**config.mk**
```make
export PLATFORM = sky130hd
export DESIGN_NAME = hex_tx_formatter
export DESIGN_NICKNAME = d
export VERILOG_FILES = /design/src/rtl/hex_tx_formatter.sv
export SDC_FILE = /design/constraint.sdc
export NUM_CORES = 1
export LEC_CHECK = 0
export BUFFER_PORTS_ARGS = -buffer_cell sky130_fd_sc_hd__buf_2
export CAP_MARGIN = 30
export CORE_MARGIN = 4
export CORE_UTILIZATION = 59
export DETAILED_ROUTE_END_ITERATION = 8
export GPL_ROUTABILITY_DRIVEN = 0
export GPL_TIMING_DRIVEN = 0
export PLACE_DENSITY_LB_ADDON = 0.1
export SLEW_MARGIN = 30
export SYNTH_ARGS = -nofsm -noshare
export SYNTH_HDL_FRONTEND = slang
export SYNTH_SLANG_ARGS = --single-unit
export TNS_END_PERCENT = 20
```
**constraint.sdc**
```tcl
create_clock -name clk -period 2.9 [get_ports clk]
set_input_delay 0.29 -clock clk [delete_from_list [all_inputs] [get_ports clk]]
set_output_delay 0.29 -clock clk [all_outputs]
set_load 0.02 [all_outputs]
```
**src/rtl/hex_tx_formatter.sv**
```systemverilog
// Streams a captured set of 5-bit hex slots to a UART as uppercase ASCII, MSB slot first,
// skipping blank slots and optionally terminating each frame with CR LF.
module hex_tx_formatter #(
  parameter int NUM_DIGITS  = 6,
  parameter bit APPEND_CRLF = 1'b1
) (
  input  logic                    clk,
  input  logic                    rst,
  input  logic                    send_req,
  input  logic [5*NUM_DIGITS-1:0] slots_in,
  input  logic                    tx_busy,
  output logic                    tx_start,
  output logic [7:0]              tx_data,
  output logic                    busy,
  output logic                    frame_done,
  output logic [7:0]              frame_count
);

  localparam int SW = 5 * NUM_DIGITS;
  localparam int IDX_W = (NUM_DIGITS > 1) ? $clog2(NUM_DIGITS) : 1;
  localparam logic [IDX_W-1:0] LAST_IDX = IDX_W'(NUM_DIGITS - 1);

  typedef enum logic [2:0] {
    IDLE, LOAD, SEND, WAIT_ACK, WAIT_DONE, CR, LF, FINISH
  } state_t;

  typedef enum logic [1:0] {
    PH_DIGIT, PH_CR, PH_LF
  } phase_t;

  state_t           state_q, state_d;
  phase_t           phase_q, phase_d;
  logic [SW-1:0]    slots_q, slots_d;
  logic [IDX_W-1:0] index_q, index_d;
  logic [7:0]       txData_q, txData_d;
  logic             txStart_q, txStart_d;
  logic             busy_q, busy_d;
  logic             frameDone_q, frameDone_d;
  logic [7:0]       frameCount_q, frameCount_d;

  logic [4:0] curSlot;
  logic [7:0] curAscii;
  logic       lastSlot;

  // The captured slots shift left as the frame advances, so the slot being sent is always on top.
  assign curSlot  = slots_q[SW-1 -: 5];
  assign lastSlot = (index_q == LAST_IDX);
  assign curAscii = (curSlot[3:0] < 4'd10) ? (8'h30 + {4'h0, curSlot[3:0]})
                                           : (8'h37 + {4'h0, curSlot[3:0]});

  always_ff @(posedge clk or posedge rst) begin
    if (rst) begin
      state_q      <= IDLE;
      phase_q      <= PH_DIGIT;
      slots_q      <= '1;
      index_q      <= '0;
      txData_q     <= 8'h00;
      txStart_q    <= 1'b0;
      busy_q       <= 1'b0;
      frameDone_q  <= 1'b0;
      frameCount_q <= 8'h00;
    end else begin
      state_q      <= state_d;
      phase_q      <= phase_d;
      slots_q      <= slots_d;
      index_q      <= index_d;
      txData_q     <= txData_d;
      txStart_q    <= txStart_d;
      busy_q       <= busy_d;
      frameDone_q  <= frameDone_d;
      frameCount_q <= frameCount_d;
    end
  end

  always_comb begin
    state_d      = state_q;
    phase_d      = phase_q;
    slots_d      = slots_q;
    index_d      = index_q;
    txData_d     = txData_q;
    txStart_d    = 1'b0;
    busy_d       = busy_q;
    frameDone_d  = 1'b0;
    frameCount_d = frameCount_q;

    case (state_q)
      IDLE: begin
        if (send_req) begin
          state_d = LOAD;
          phase_d = PH_DIGIT;
          slots_d = slots_in;
          index_d = '0;
          busy_d  = 1'b1;
        end
      end
      LOAD: begin
        if (!curSlot[4]) begin
          txData_d = curAscii;
          phase_d  = PH_DIGIT;
          state_d  = SEND;
        end else if (!lastSlot) begin
          index_d = index_q + IDX_W'(1);
          slots_d = SW'({slots_q, 5'h1F});
        end else begin
          state_d = APPEND_CRLF ? CR : FINISH;
        end
      end
      SEND: begin
        if (!tx_busy) begin
          txStart_d = 1'b1;
          state_d   = WAIT_ACK;
        end
      end
      WAIT_ACK: begin
        if (tx_busy) state_d = WAIT_DONE;
      end
      WAIT_DONE: begin
        if (!tx_busy) begin
          case (phase_q)
            PH_DIGIT: begin
              if (lastSlot) begin
                state_d = APPEND_CRLF ? CR : FINISH;
              end else begin
                index_d = index_q + IDX_W'(1);
                slots_d = SW'({slots_q, 5'h1F});
                state_d = LOAD;
              end
            end
            PH_CR:   state_d = LF;
            default: state_d = FINISH;
          endcase
        end
      end
      CR: begin
        txData_d = 8'h0D;
        phase_d  = PH_CR;
        state_d  = SEND;
      end
      LF: begin
        txData_d = 8'h0A;
        phase_d  = PH_LF;
        state_d  = SEND;
      end
      FINISH:  state_d = IDLE;
      default: state_d = IDLE;
    endcase

    // Frame completion is registered so frame_done and the new count appear together in FINISH.
    if (state_d == FINISH && state_q != FINISH) begin
      frameDone_d  = 1'b1;
      frameCount_d = frameCount_q + 8'd1;
      busy_d       = 1'b0;
    end
  end

  assign tx_start    = txStart_q;
  assign tx_data     = txData_q;
  assign busy        = busy_q;
  assign frame_done  = frameDone_q;
  assign frame_count = frameCount_q;

endmodule

```
==> flow_metrics.py <==
metrics = {
    "clock_tree": {
        "cts_sinks": 56,
        "clk_latency_ps": 300,
        "cts_root_buffer": "clkbuf_8",
        "cts_tree": "yes",
        "htreeDepth": 2,
        "clockBufferDepth": 2,
        "ctsHoldBuffers": 1,
        "clkTransAtPathRegs_ps": 90,
        "post-cts-setup-buffers": 0,
        "cts_resized": 0,
        "numCtsBuffers": 5,
    },
    "drt": {
        "drt_iter0_drc": 109,
        "antenna_left": 0,
        "detail_route.wl_per_cell_um": 15.9,
        "drc": 0,
        "routed_wirelength_um": 5980,
        "drt_first_pass_iters": 4,
        "vias": 2240,
        "viasPerCell": 5.96,
    },
    "synth": {
        "synthArstFlopShare_pct": 100,
        "postSynthCellCount": 263,
        "synth_edf_count": 0,
        "yosys_warnings": 0,
        "synth_area_um2": 2790,
        "synth_flop_cell": "dfstp_2",
        "syn-num-nets": 301,
        "ys_ff_latch": 56,
        "yosysSeqAreaShare_pct": 51.5,
        "syn_area_per_cell_um2": 10.6,
        "synthDistinctLibCells": 43,
    },
    "final_layout": {
        "area_delta_synth_final_pct": 15.5,
        "layoutNonFillerInstCount": 376,
        "ff_latch_area_um2": 1440,
        "finalNetCount": 361,
        "drive_gt1_share_pct": 30.6,
        "diodes": 0,
        "final_area_um2": 3230,
        "multi_input_area_um2": 1210,
        "fillers": 339,
    },
    "run_status": {
        "outcome": "finished clean",
    },
    "timing": {
        "slew_headroom_pct": 41.3,
        "drv_slew": 0,
        "hold_viol_final": 0,
        "setup_tns_ps": 0,
        "tightest_slew_ps": 868,
        "min_period_ps": 2240,
        "fin_ws_ps": 658,
        "setup_viol": 0,
        "fin_crit_sh_pct": 77.3,
        "rsz0062_at_grt": "false",
        "finalClockSkew_ps": 6.34,
        "max_freq_mhz": 446,
    },
    "power_and_ir_drop": {
        "ir_worst_vdd_uv": 525,
        "p_total_w": 0.00335,
        "power_leakage_nw": 1.48,
        "pwr_density_cell_nw_per_um2": 1040,
    },
    "placement": {
        "numPortBuffers": 51,
        "dp_hpwl_um": 4400,
        "placed_cells": 367,
        "post-place-ws_ps": 667,
        "placement.cell_area_um2": 3140,
    },
    "global_route": {
        "grtUsageMet2_pct": 37.7,
        "grt_pass1_vias": 2285,
        "grt_use_met1_pct": 27.6,
        "top_usage_layer": "met2",
        "antenna_found_initial": 0,
        "grt_use_met3_pct": 4.92,
        "grt_pass1_wl_um": 10600,
        "grt_overflow": 0,
        "grt_max_degree": 37,
        "track_usage_pct": 21.9,
    },
    "critical_path": {
        "start_kind": "flop",
        "crit_required_ps": 3080,
        "worst-setup-path-type": "reg2reg",
        "worstSetupEndpointType": "flop",
        "critPathArrivalTime_ps": 2420,
        "cp_max_fo": 10,
    },
    "floorplan": {
        "std_cell_rows": 24,
        "dieArea_um2": 5900,
        "die_w_um": 76.8,
        "core_area_um2": 4470,
        "die_height_um": 76.8,
        "ioPinCount": 53,
        "initial_utilization_pct": 62.4,
    },
    "run": {
        "cap_violations": 0,
    },
    "min_path": {
        "hp-class": "in2reg",
    },
}
[power breakdown]
group / internal (W) / total, W / switching (W) / leakage [nW]
sequential: 0.00120 / 0.00141 / 0.000204 / 0.651
clock: 0.000170 / 0.000405 / 0.000235 / 0.0422
combinational: 0.000699 / 0.00154 / 0.000838 / 0.790
[cell families after synthesis]
family	after synthesis	share of synthesized area [%]
compound gates	78	21.6
xor+xnor	8	2.51
fa+ha+maj	4	1.79
buf+inv	31	5.10
flops	56	51.5
mux	4	1.61
other cells	1	0.134
simple gates	81	15.7
[critical path, cell delays in order (launching register included)]
cell      delay, ps
dfrtp_1         410
clkbuf_1        210
nor4b_1         810
clkbuf_1        420
inv_1            80
o311ai_0        110
nand2_1          90
[registers in the layout (all words and copies together), names as in the netlist]
signal	flops
tx_data	7
frame_count	8
frame_done	1
state_q	3
slots_q	30
phase_q	2
busy	1
tx_start	1
index_q	3
[synth_stat cells, types with 2 or more instances]
master    instances  area (um^2)
nand2_1          20         75.1
a221o_1          30          300
clkbuf_1         12         45.0
a22oi_1           4         30.0
dfrtp_1          26          651
xor2_1            5         43.8
nor3_1            6         30.0
a21oi_1          12         60.1
nand3_1           3         15.0
buf_6             3         33.8
nor2b_1           4         25.0
mux2_2            4         45.0
ha_1              4         50.1
o21ai_0          16         80.1
nor2_1           10         37.5
dfstp_2          30          788
nor4_1            2         12.5
xnor2_1           3         26.3
nand2b_1          3         18.8
o21a_1            4         30.0
and2_1           26          163
inv_1            14         52.6
o221ai_1          2         17.5
[final timing paths]
check	start	end	slack, ps	cells past startpoint
setup / recovery	state_q[2]$_DFF_PP0_	index_q[2]$_DFFE_PP0P_	660	6
hold / removal	tx_busy	tx_start$_DFF_PP0_	200	2
setup reg to reg	state_q[2]$_DFF_PP0_	index_q[2]$_DFFE_PP0P_	660	6
hold reg to reg	frame_count[7]$_DFFE_PP0P_	frame_count[7]$_DFFE_PP0P_	480	1
max in group asynchronous	rst	slots_q[27]$_DFFE_PP1P_	1890	4
min in group asynchronous	rst	tx_start$_DFF_PP0_	470	3
[cell usage in the layout, fill, tap and decap left out, types with 4 or more instances in the layout]
master / instances
mux2_2: 4
a22oi_1: 4
o21ai_0: 16
a221o_1: 30
dfrtp_1: 26
inv_1: 13
dfstp_2: 30
xor2_1: 5
and2_1: 26
nor2_1: 10
clkbuf_1: 14
nor3_1: 6
nand2_1: 20
ha_1: 4
a21oi_1: 12
clkbuf_8: 5
nor2b_1: 4
o21a_1: 4
buf_2: 51
[layout make-up]
class	instances	share of cell area (%)
clock buffers	7	2.36
repair buffers	53	8.84
clock inverters	1	0.155
flip-flops and latches	56	44.6
well taps	52	2.02
plain buffers	17	2.79
multi-input cells	176	37.6
inverters	14	1.71
[per-layer routing]
| metal | vias to the layer above | routed length [um] |
|---|---|---|
| met5 | - | 0 |
| met4 | 0 | 57 |
| met3 | 8 | 318 |
| met2 | 63 | 3040 |
| met1 | 1094 | 2570 |
| li1 | 1075 | - |
[stage by stage]
step           hold slack [ps]  utilization [%]
2_1_floorplan              356                -
3_3_place_gp               451             69.6
3_5_place_dp               259             70.1
4_1_cts                    189             72.1
5_1_grt                    200             72.1
6_report                   196             72.1
Power figures use the tool's default switching activity.
